--- src/rtl/gas_param_scheduler.sv ---
// gas_param_scheduler: round-robin temp/moles update path with meter tick and settle hold-off
module gas_param_scheduler #(
    parameter int TICK_DIV      = 250000,
    parameter int VAL_MIN       = 1,
    parameter int VAL_MAX       = 7,
    parameter int TEMP_INIT     = 3,
    parameter int MOL_INIT      = 3,
    parameter int SETTLE_TICKS  = 3,
    parameter int TIMEOUT_TICKS = 64
) (
    input  logic       clk,
    input  logic       clearn,
    input  logic       req_temp_up,
    input  logic       req_temp_dn,
    input  logic       req_mol_up,
    input  logic       req_mol_dn,
    input  logic [6:0] meter_q,
    output logic [2:0] temp,
    output logic [2:0] num_moles,
    output logic       meter_en,
    output logic       busy,
    output logic       sat_pulse,
    output logic       timeout_pulse
);
    localparam int DW = $clog2(TICK_DIV);
    localparam int SW = $clog2(SETTLE_TICKS + 1);
    localparam int OW = $clog2(TIMEOUT_TICKS + 1);
    typedef enum logic [1:0] {IDLE, APPLY, SETTLE} state_t;
    state_t state;
    logic [DW-1:0] div;
    logic [SW-1:0] stable, stable_n;
    logic [OW-1:0] tmo, tmo_n;
    logic [6:0] last_q;
    logic [3:0] pend, req, clr;
    logic rr, grp, win, t_pend, m_pend, up, dn;
    logic [2:0] cur, nxt;
    assign req = {req_mol_dn, req_mol_up, req_temp_dn, req_temp_up};
    assign t_pend = |pend[1:0];
    assign m_pend = |pend[3:2];
    assign win = (t_pend && m_pend) ? rr : m_pend;
    assign up = grp ? pend[2] : pend[0];
    assign dn = grp ? pend[3] : pend[1];
    assign cur = grp ? num_moles : temp;
    assign nxt = up ? cur + 3'd1 : cur - 3'd1;
    // A same-group up/dn pair is cancelled by clearing both bits together.
    assign clr = (state == APPLY) ? (grp ? {dn, up, 2'b00} : {2'b00, dn, up}) : 4'b0000;
    assign meter_en = div == DW'(TICK_DIV - 1);
    assign busy = state != IDLE;
    assign stable_n = (meter_q == last_q) ? stable + 1'b1 : '0;
    assign tmo_n = tmo + 1'b1;
    always_ff @(posedge clk or negedge clearn) begin
        if (!clearn) begin
            state         <= IDLE;
            div           <= '0;
            stable        <= '0;
            tmo           <= '0;
            last_q        <= '0;
            pend          <= '0;
            rr            <= 1'b0;
            grp           <= 1'b0;
            temp          <= 3'(TEMP_INIT);
            num_moles     <= 3'(MOL_INIT);
            sat_pulse     <= 1'b0;
            timeout_pulse <= 1'b0;
        end else begin
            div           <= meter_en ? '0 : div + 1'b1;
            pend          <= (pend & ~clr) | req;
            sat_pulse     <= 1'b0;
            timeout_pulse <= 1'b0;
            case (state)
                IDLE: if (t_pend || m_pend) begin
                    grp   <= win;
                    rr    <= ~win;
                    state <= APPLY;
                end
                APPLY: begin
                    state <= IDLE;
                    if (up != dn) begin
                        if (cur == (up ? 3'(VAL_MAX) : 3'(VAL_MIN))) sat_pulse <= 1'b1;
                        else begin
                            if (grp) num_moles <= nxt;
                            else temp <= nxt;
                            state  <= SETTLE;
                            stable <= '0;
                            tmo    <= '0;
                            last_q <= meter_q;
                        end
                    end
                end
                SETTLE: if (meter_en) begin
                    stable <= stable_n;
                    tmo    <= tmo_n;
                    last_q <= meter_q;
                    // Settling takes priority when it coincides with the timeout tick.
                    if (stable_n == SW'(SETTLE_TICKS)) state <= IDLE;
                    else if (tmo_n == OW'(TIMEOUT_TICKS)) begin
                        state         <= IDLE;
                        timeout_pulse <= 1'b1;
                    end
                end
                default: state <= IDLE;
            endcase
        end
    end
endmodule

--- config.mk ---
export PLATFORM = sky130hd
export DESIGN_NAME = gas_param_scheduler
export DESIGN_NICKNAME = d
export VERILOG_FILES = /design/src/rtl/gas_param_scheduler.sv
export SDC_FILE = /design/constraint.sdc
export NUM_CORES = 1
export LEC_CHECK = 0
export ABC_CLOCK_PERIOD_IN_PS = 3270
export CAP_MARGIN = 10
export CORE_UTILIZATION = 57
export CTS_CLUSTER_SIZE = 25
export DETAILED_ROUTE_END_ITERATION = 7
export PLACE_DENSITY = 0.79
export SYNTH_ARGS = -nofsm -noshare
export SYNTH_HDL_FRONTEND = slang
export SYNTH_SLANG_ARGS = --single-unit
--- constraint.sdc ---
create_clock -name clk -period 3.27 [get_ports clk]
set_input_delay 0.8175 -clock clk [delete_from_list [all_inputs] [get_ports clk]]
set_output_delay 0.8175 -clock clk [all_outputs]
set_load 0.005 [all_outputs]
== Word level (Yosys, flattened, before mapping) ==
Cells that the tools add are included.

* Flip-flop bits (word level): 50
* Bits in latches: 0
* Memory bits (writable): 0
* ROM bits: 0
* Output and inout port bits: 10
* Memories: 0

* Add/subtract/negate cells: 5
* $mul: 0
* Div/mod/pow operators: 0
* Magnitude comparators: 0
* Equality and inequality tests: 13
* Shift operators: 0
* Muxes and demuxes: 36
* Bitwise logic cells: 6
* Reduce and logical (&&, ||, !) cells: 12

{| class="wikitable"
|+ Operator list
! operator !! number
|-
| 2-to-1 mux 7 bit || 6
|-
| one-hot mux 7 bit (2 select lines) || 2
|-
| 2-to-1 mux 2 bit || 10
|-
| adder 18 x 1 -> 18 bit, second input constant || 1
|-
| equality test 18 bit, second input constant || 1
|-
| 2-to-1 mux 18 bit || 1
|-
| AND reduction 4 bit || 3
|-
| 2-to-1 mux 1 bit || 10
|-
| 2-to-1 mux 3 bit || 3
|-
| 2-to-1 mux 4 bit || 2
|-
| adder 7 x 1 -> 7 bit, second input constant || 1
|-
| equality test 7 bit || 1
|-
| equality test 7 bit, second input constant || 1
|-
| != test 2 bit, second input constant || 3
|-
| one-hot mux 2 bit (3 select lines) || 1
|-
| AND 4 bit || 1
|-
| equality test 2 bit, second input constant || 2
|-
| NOT 4 bit || 1
|-
| OR 4 bit || 1
|-
| one-hot mux 2 bit (2 select lines) || 1
|-
| nonzero test 2 bit || 2
|-
| OR reduction 2 bit || 2
|-
| adder 3 x 1 -> 3 bit, second input constant || 1
|-
| equality test 3 bit || 1
|-
| 12 further kinds || 14
|}

== Depth between registers and ports, before layout ==
Gate-level depths: netlist of run 1.

* Word-level depth: 6
* Depth in mapped cells: 10
* Gate-level depth less buffers: 8

== Worst setup path before layout of run 1 ==
No wires, ideal clock.

* Kind: flip-flop to flip-flop
* Start point: reg grp
* End point: reg temp[1]
* Data arrival time: 2.353 ns
* Required time: 3.188 ns
* Slack: 0.835 ns
* Cell stages (with the launch flop): 10
* Buffers on the path: 1
* Cells stage by stage: dfrtp_1 -> buf_2 -> mux2_2 -> ha_1 -> ha_1 -> nor2b_1 -> a2bb2oi_1 -> and2b_4 -> nor2b_1 -> mux2_2

* Longest elaborated chain between the ends: 5
* Elaborated cells between the ends (all ways): 12
* Those cells by class: add/sub: 2; eq/ne: 2; mux: 5; bitwise: 2; reduce/logical: 1

{| class="wikitable"
|+ RTL lines
! what !! RTL line !! source
|-
| start, declared || 35 || <nowiki>logic rr, grp, win, t_pend, m_pend, up, dn;</nowiki>
|-
| start signal, assigned || 72 || <nowiki>grp <= win;</nowiki>
|-
| 2-to-1 mux 1 bit || 41 || <nowiki>assign up = grp ? pend[2] : pend[0];</nowiki>
|-
| 2-to-1 mux 3 bit || 79 || <nowiki>if (cur == (up ? 3'(VAL_MAX) : 3'(VAL_MIN))) sat_pulse <= 1'b1;</nowiki>
|-
| equality test 3 bit || 79 ||
|-
| NOT 1 bit (no line) || -- ||
|-
| AND reduction 4 bit (no line) || -- ||
|-
| end signal, assigned || 61 || <nowiki>temp <= 3'(TEMP_INIT);</nowiki>
|-
| end signal, assigned || 82 || <nowiki>else temp <= nxt;</nowiki>
|-
| end, declared || 18 || <nowiki>output logic [2:0] temp,</nowiki>
|}

Several ways; a longest one is shown, not always the timed one.
A chain may end at the register's enable or synchronous reset.

== Worst setup path after layout of run 1 ==
* Start point: reg div[13]
* End point: out meter_en

* Longest elaborated chain between the ends: 1

{| class="wikitable"
|+ RTL lines
! what !! RTL line !! source
|-
| start, declared || 30 || <nowiki>logic [DW-1:0] div;</nowiki>
|-
| start signal, assigned || 66 || <nowiki>div <= meter_en ? '0 : div + 1'b1;</nowiki>
|-
| equality test 18 bit || 47 || <nowiki>assign meter_en = div == DW'(TICK_DIV - 1);</nowiki>
|-
| end, declared || 20 || <nowiki>output logic meter_en,</nowiki>
|}

No other way between the ends.

==> tab_implementation.tex, run 1 <==
\begin{tabular}{lr}
\hline
Metric & Value \\
\hline
\multicolumn{2}{l}{\textbf{Timing}} \\
Sum of negative setup slack & 0 ns \\
Total setup violations reported at the end of the flow & 0 \\
Post-layout minimum cycle time & 3.03 ns \\
Layout Skew & 0.0144 ns \\
Smallest setup slack after layout & 0.241 ns \\
Setup repair after global routing missed its margin & false \\
Hold violation total from the final report & 0 \\
Number of slew-limit violations in the final report & 0 \\
Final critical-path share of the clock period & 0.926 \\
Highest clock rate & 330 MHz \\
Minimum hold slack & 0.419 ns \\
Slew at the pin closest to its max-slew limit & 0.489 ns \\
Worst slew slack as a fraction of its limit & 0.673 \\
\multicolumn{2}{l}{\textbf{Pwr}} \\
Net switching power & 219 uW \\
Part of the total power dissipated in the clock network & 0.401 \\
Switching portion of total power & 0.197 \\
P\_leak & 0.00127 uW \\
Worst-case vdd ir drop & 0.000303 V \\
Power density normalized to cell area & 385 nW/um\^{}2 \\
Proportion of power drawn by flip-flops and latches & 0.562 \\
Combinational share of power & 0.037 \\
Internal power consumption & 893 uW \\
\multicolumn{2}{l}{\textbf{GRT}} \\
Combined global-route utilization of all metal layers & 0.218 \\
Maximum number of pins on one net before global-route repair & 34 \\
Wire length of the first global-routing pass & 7.30 mm \\
Number of antenna violations at the first check in global routing & 0 \\
Number of global-route vias before repair & 1596 \\
Global route total overflow & 0 \\
\multicolumn{2}{l}{\textbf{Floorplanning}} \\
Die outline area & 4680 um\^{}2 \\
Initial core utilization & 0.610 \\
Core Area & 4120 um\^{}2 \\
Floorplan die width & 68.4 um \\
Number of primary I/O pins & 23 \\
Placement Rows & 23 \\
Floorplan die height & 68.4 um \\
\multicolumn{2}{l}{\textbf{Setup path}} \\
Capturing point of the worst reg2reg path & last\_q[1] \\
CP peak stage delay & 0.57 ns \\
Worst reg2reg path depth & 8 \\
Worst Path Max Fanout & 6 \\
CP Cell Sequence & or4\_4 > nor3\_4 > nand2\_1 > inv\_1 > clkdlybuf4s50\_1 \\
WS Path Type & reg -> out \\
Required time of the worst setup path & 2.45 ns \\
Endpoint kind of the worst setup timing path & primary output \\
Family with the most delay on the worst path & simple AND/OR/NAND/NOR gates \\
Buffers plus inverters on the worst setup path & 2 \\
Slowest cell on the critical path & or4\_4 \\
Reg-to-Reg Start & grp \\
Critical path data arrival time & 2.21 ns \\
Worst reg2reg setup slack & 0.56 ns \\
Nature of the critical path startpoint & flip-flop \\
\multicolumn{2}{l}{\textbf{Drt}} \\
Per-cell via count in the routed design & 5.64 \\
Total DRC errors in the routed layout & 0 \\
Detailed Route WL & 4.34 mm \\
WL per Instance & 14.4 um \\
Count of antenna-violating nets left after detailed routing & 0 \\
First-pass detailed-route iteration total & 4 \\
Violation count after the first detailed-route iteration & 195 \\
Vias & 1703 \\
\multicolumn{2}{l}{\textbf{Layout}} \\
Fill cell total of the finished layout & 305 \\
Share of layout cells above drive strength 1 & 0.143 \\
Register area & 1260 um\^{}2 \\
Commonest cells after routing, fill and taps aside & dfrtp\_1 (46), nor2\_1 (21), clkdlybuf4s50\_1 (21) \\
Most common cell after layout, fill and taps aside & dfrtp\_1 \\
Number of nets at the end of the flow & 269 \\
Antenna diode count & 0 \\
Combined area of the multi-input logic cells & 1220 um\^{}2 \\
Syn-to-layout area delta & 15.2\% \\
\multicolumn{2}{l}{\textbf{Yosys}} \\
Share of async-settable or async-resettable flops after synthesis & 1.00 \\
Sequential fraction of the synthesis area & 0.500 \\
Distinct cells, synth & 44 \\
Synthesized area & 2510 um\^{}2 \\
Number of instances in the synthesized netlist & 225 \\
Number of flops mapped to enable cells by yosys & 0 \\
Top\_reg\_cell synth & dfrtp\_1 \\
Synthesized flop and latch total & 50 \\
Count of yosys warnings during synthesis & 0 \\
Synthesized netlist net count & 243 \\
Syn avg cell area & 11.2 um\^{}2 \\
\multicolumn{2}{l}{\textbf{Run}} \\
Max-cap check violation count & 0 \\
\multicolumn{2}{l}{\textbf{Worst hold path}} \\
Type of the worst min-delay path & in -> async \\
\multicolumn{2}{l}{\textbf{Placed design}} \\
Pre-CTS setup slack & 0.555 ns \\
Final weighted congestion of routability-driven global placement & 0.836 \\
Detailed Place HPWL & 3.08 mm \\
Number of buffers added on ports & 22 \\
\multicolumn{2}{l}{\textbf{Clocking}} \\
Post CTS Setup Buffer Count & 0 \\
CTS H-tree lvls & 2 \\
Clock transition time at the flip-flop clock pins of the worst setup and hold paths & 0.09 ns \\
Cell at the root of the clock tree & clkbuf\_8 \\
Number of buffers created by CTS & 5 \\
Number of buffers inserted for hold repair after clock tree synthesis & 0 \\
Clock sink count & 50 \\
TritonCTS clock tree & built \\
Maximum buffer depth of the clock tree & 2 \\
Clock latency on the worst-skew pair & 0.31 ns \\
Post-CTS resize count & 0 \\
\multicolumn{2}{l}{\textbf{Run status}} \\
Outcome & finished clean \\
\hline
\end{tabular}
==> flip-flops by register name, summed over array words and instances (netlist names) <==
signal and count:
pend 4, rr 1, tmo 7, last_q 7, grp 1, sat_pulse 1, num_moles 3, div 18
state 2, temp 3, timeout_pulse 1, stable 2
==> layout make-up <==
type | count | share of cell area
Tap cell | 50 | 0.0216
Clock inverter | 1 | 0.0104
Clock buffer | 7 | 0.0298
Multi-Input combinational cell | 167 | 0.420
Sequential cell | 50 | 0.434
Inverter | 3 | 0.00389
Timing Repair Buffer | 24 | 0.0796
==> stage by stage <==
stage,cell area [um^2],total power [uW],utilization,std cells
6_report,2890,1110,0.703,302
5_1_grt,2890,1160,0.703,302
4_1_cts,2890,1120,0.703,302
3_5_place_dp,2780,679,0.675,294
3_3_place_gp,2780,679,0.675,294
2_1_floorplan,2510,649,-,225
==> synth_stat cells (3+ instances only) <==
master    count  area (um^2)
nand2_1      12         45.0
dfstp_2       4          105
nor2_1       21         78.8
nand2b_1      3         18.8
o211ai_1      3         22.5
nor4b_1       3         26.3
o21ai_0       5         25.0
or2_2         4         25.0
a21o_1        6         45.0
xor2_1       14          123
nand3b_1      4         30.0
dfrtp_1      46         1150
xnor2_1      16          140
nand3_1      16         80.1
inv_1         3         11.3
a21oi_1       3         15.0
a211o_1       3         26.3
clkbuf_1      3         11.3
mux2i_1       3         30.0
nor2b_1       4         25.0
mux2_2       11          124
and3_1        4         25.0
nor3_1        3         15.0
ha_1          4         50.1
==> power groups by stage <==
stage	combinational (uW)	clock, uW	sequential [uW]
3_5_place_dp	42.2	0	637
6_report	40.9	446	625
2_1_floorplan	12.0	0	637
5_1_grt	47.1	485	626
4_1_cts	42.6	456	625
3_3_place_gp	42.1	0	637
==> worst max path at each step <==
stage	startpoint	to	slack [ns]	cells past startpoint
after detailed placement	div[13]	meter_en	0.55	5
final	div[13]	meter_en	0.24	5
after global placement	div[13]	meter_en	0.62	5
after floorplan	grp	temp[1]	0.84	9
after CTS	div[13]	meter_en	0.22	5
after global routing	div[13]	meter_en	0.07	5
==> routing by layer <==
layer	vias to the layer above	wire length, um	share of wire	global-route usage
met4	0	62	0.014	0.0911
met3	6	152	0.035	0.0483
li1	849	-	-	-
met1	818	2110	0.49	0.292
met2	30	2020	0.47	0.337
met5	-	0	0	0
==> cells by family (layout without fill, tap and decap cells) <==
logic type | after synthesis | count (layout) | share of synthesized area
adders and majority gates | 5 | 5 | 0.0279
buffers and inverters | 8 | 35 | 0.0154
and+or+nand+nor | 89 | 89 | 0.202
DFF | 50 | 50 | 0.500
xor gates and xnor gates | 30 | 30 | 0.105
AOI/OAI and AO/OA | 27 | 27 | 0.0767
muxes | 16 | 16 | 0.0732
(Power assumes the default switching activity.)
==> inputs of run 2 (changes only) <==
Settings changed: SKIP_LAST_GASP set to 1.
==> results of run 2 <==
No change in the layout: final DEF, timing and power equal those of run 1.
==> inputs of run 3 (changes only) <==
Settings changed: ABC_CLOCK_PERIOD_IN_PS 3270 to 3100.
Clock period 3.27 ns to 3.1 ns, I/O delays scaled along.
==> run 3 against run 2 <==
Sequential share of layout area is 0.22 points lower. Setup slack worse by 0.14 ns. Worst hold slack got worse by 0.040 ns. Final area rose by 0.52%. Core utilization grew 0.36 points. Die area unchanged. Clock power rose by 6.5%. Clock skew decreased by 0.00051 ns. Combinational power rose by 6.4%. Register-to-register slack worse by 0.06 ns. Total power rose by 5.9%. Critical path type unchanged. Critical endpoint unchanged. Highest routed layer unchanged.
==> tab_implementation.tex, run 3 (synthesis gave the netlist of run 1 again) <==
\begin{tabular}{lr}
\hline
Metric & Value \\
\hline
\multicolumn{2}{l}{\textbf{Layout}} \\
Number of nets at the end of the flow & 271 \\
Antenna diode count & 0 \\
Share of layout cells above drive strength 1 & 0.150 \\
Registers with the highest flip-flop counts & div x18, last\_q x7, tmo x7 \\
Syn-to-layout area delta & 15.8\% \\
Register with the most flip-flops & div \\
Fill cell total of the finished layout & 323 \\
Combined area of the multi-input logic cells & 1220 um\^{}2 \\
Most common cell after layout, fill and taps aside & dfrtp\_1 \\
Commonest cells after routing, fill and taps aside & dfrtp\_1 (46), nor2\_1 (21), clkdlybuf4s50\_1 (21) \\
Register area & 1260 um\^{}2 \\
Flip-flop count of the largest register, all copies and words added & 18 \\
\multicolumn{2}{l}{\textbf{Timing}} \\
Minimum hold slack & 0.379 ns \\
Worst slew slack as a fraction of its limit & 0.695 \\
Highest clock rate & 334 MHz \\
Final critical-path share of the clock period & 0.967 \\
Hold violation total from the final report & 0 \\
Setup repair after global routing missed its margin & false \\
Total setup violations reported at the end of the flow & 0 \\
Slew at the pin closest to its max-slew limit & 0.455 ns \\
Number of slew-limit violations in the final report & 0 \\
Post-layout minimum cycle time & 3.00 ns \\
Layout Skew & 0.0139 ns \\
Sum of negative setup slack & 0 ns \\
Smallest setup slack after layout & 0.103 ns \\
\multicolumn{2}{l}{\textbf{Clocking}} \\
Cell at the root of the clock tree & clkbuf\_8 \\
TritonCTS clock tree & built \\
Clock latency on the worst-skew pair & 0.31 ns \\
CTS H-tree lvls & 2 \\
Maximum buffer depth of the clock tree & 2 \\
Number of buffers created by CTS & 5 \\
Clock transition time at the flip-flop clock pins of the worst setup and hold paths & 0.10 ns \\
Clock sink count & 50 \\
\multicolumn{2}{l}{\textbf{Drt}} \\
Per-cell via count in the routed design & 5.76 \\
Total DRC errors in the routed layout & 0 \\
First-pass detailed-route iteration total & 4 \\
WL per Instance & 14.5 um \\
Count of antenna-violating nets left after detailed routing & 0 \\
Detailed Route WL & 4.42 mm \\
Violation count after the first detailed-route iteration & 83 \\
Vias & 1751 \\
\multicolumn{2}{l}{\textbf{GRT}} \\
Number of global-route vias before repair & 1689 \\
Wire length of the first global-routing pass & 7.60 mm \\
Combined global-route utilization of all metal layers & 0.221 \\
Number of antenna violations at the first check in global routing & 0 \\
Maximum number of pins on one net before global-route repair & 34 \\
Global route total overflow & 0 \\
\multicolumn{2}{l}{\textbf{Placed design}} \\
Pre-CTS setup slack & 0.442 ns \\
Detailed Place HPWL & 3.14 mm \\
Number of buffers added on ports & 22 \\
Final weighted congestion of routability-driven global placement & 0.782 \\
\multicolumn{2}{l}{\textbf{Setup path}} \\
Capturing point of the worst reg2reg path & last\_q[1] \\
Nature of the critical path startpoint & flip-flop \\
Critical path data arrival time & 2.22 ns \\
WS Path Type & reg -> out \\
Worst reg2reg path depth & 8 \\
Worst Path Max Fanout & 6 \\
Worst reg2reg setup slack & 0.50 ns \\
Endpoint kind of the worst setup timing path & primary output \\
Reg-to-Reg Start & grp \\
Required time of the worst setup path & 2.32 ns \\
\multicolumn{2}{l}{\textbf{Floorplanning}} \\
Die outline area & 4680 um\^{}2 \\
Core Area & 4120 um\^{}2 \\
Floorplan die height & 68.4 um \\
Number of primary I/O pins & 23 \\
Floorplan die width & 68.4 um \\
Initial core utilization & 0.610 \\
Placement Rows & 23 \\
\multicolumn{2}{l}{\textbf{Pwr}} \\
P\_leak & 0.00128 uW \\
Worst-case vdd ir drop & 0.000343 V \\
Power density normalized to cell area & 405 nW/um\^{}2 \\
\multicolumn{2}{l}{\textbf{Run}} \\
Max-cap check violation count & 0 \\
\multicolumn{2}{l}{\textbf{Run status}} \\
Outcome & finished clean \\
\multicolumn{2}{l}{\textbf{Worst hold path}} \\
Type of the worst min-delay path & in -> async \\
\hline
\end{tabular}
run 3: changes by cell type in the layout (fill, tap and decap cells not counted):
cell   before  now
buf_4       2    4
run 3: per-layer routing:
layer / part of all wire / global-route usage / vias to the layer above
met5: 0 / 0 / -
li1: - / - / 849
met1: 0.48 / 0.306 / 872
met4: 0.013 / 0.0781 / 0
met3: 0.030 / 0.0400 / 5
met2: 0.48 / 0.348 / 25
run 3: area by class of cell:
class | count | area share
clock buffer | 7 | 0.0297
clock inverter | 1 | 0.0103
inverter | 3 | 0.00387
multi-input combinational | 167 | 0.418
sequential | 50 | 0.432
tap | 50 | 0.0215
timing repair buffer | 26 | 0.0843
run 3: how the worst max path moves through the flow:
stage,startpoint,endpoint,slack (ns),cells after the start
floorplan,grp,temp[1],0.67,9
global placement,div[13],meter_en,0.49,5
detailed placement,div[13],meter_en,0.44,5
CTS,div[13],meter_en,0.09,5
global route,div[13],meter_en,0.01,5
finish,div[13],meter_en,0.10,5
run 3: per-stage QoR:
stage / util / instances / power [uW] / area, um^2
floorplan: - / 225 / 685 / 2510
global route: 0.707 / 304 / 1220 / 2910
detailed placement: 0.676 / 295 / 717 / 2780
CTS: 0.705 / 303 / 1190 / 2900
finish: 0.707 / 304 / 1180 / 2910
global placement: 0.676 / 295 / 716 / 2780
run 3: critical path: stages (launching register included):
cell             delay (ns)
dfrtp_1                0.45
or4_4                  0.57
nor3_4                 0.23
nand2_1                0.12
inv_1                  0.07
clkdlybuf4s50_1        0.49
run 3: where the power goes:
part,total (uW),internal (uW),switching [uW]
logic,43.5,22.1,21.4
clock network,475,263,212
registers,659,657,2.88
run 3: timing repair:
action	in CTS	in global routing
setup endpoints to repair	0	1
setup buffers	0	1
hold buffers	0	0
gates resized for setup	0	0
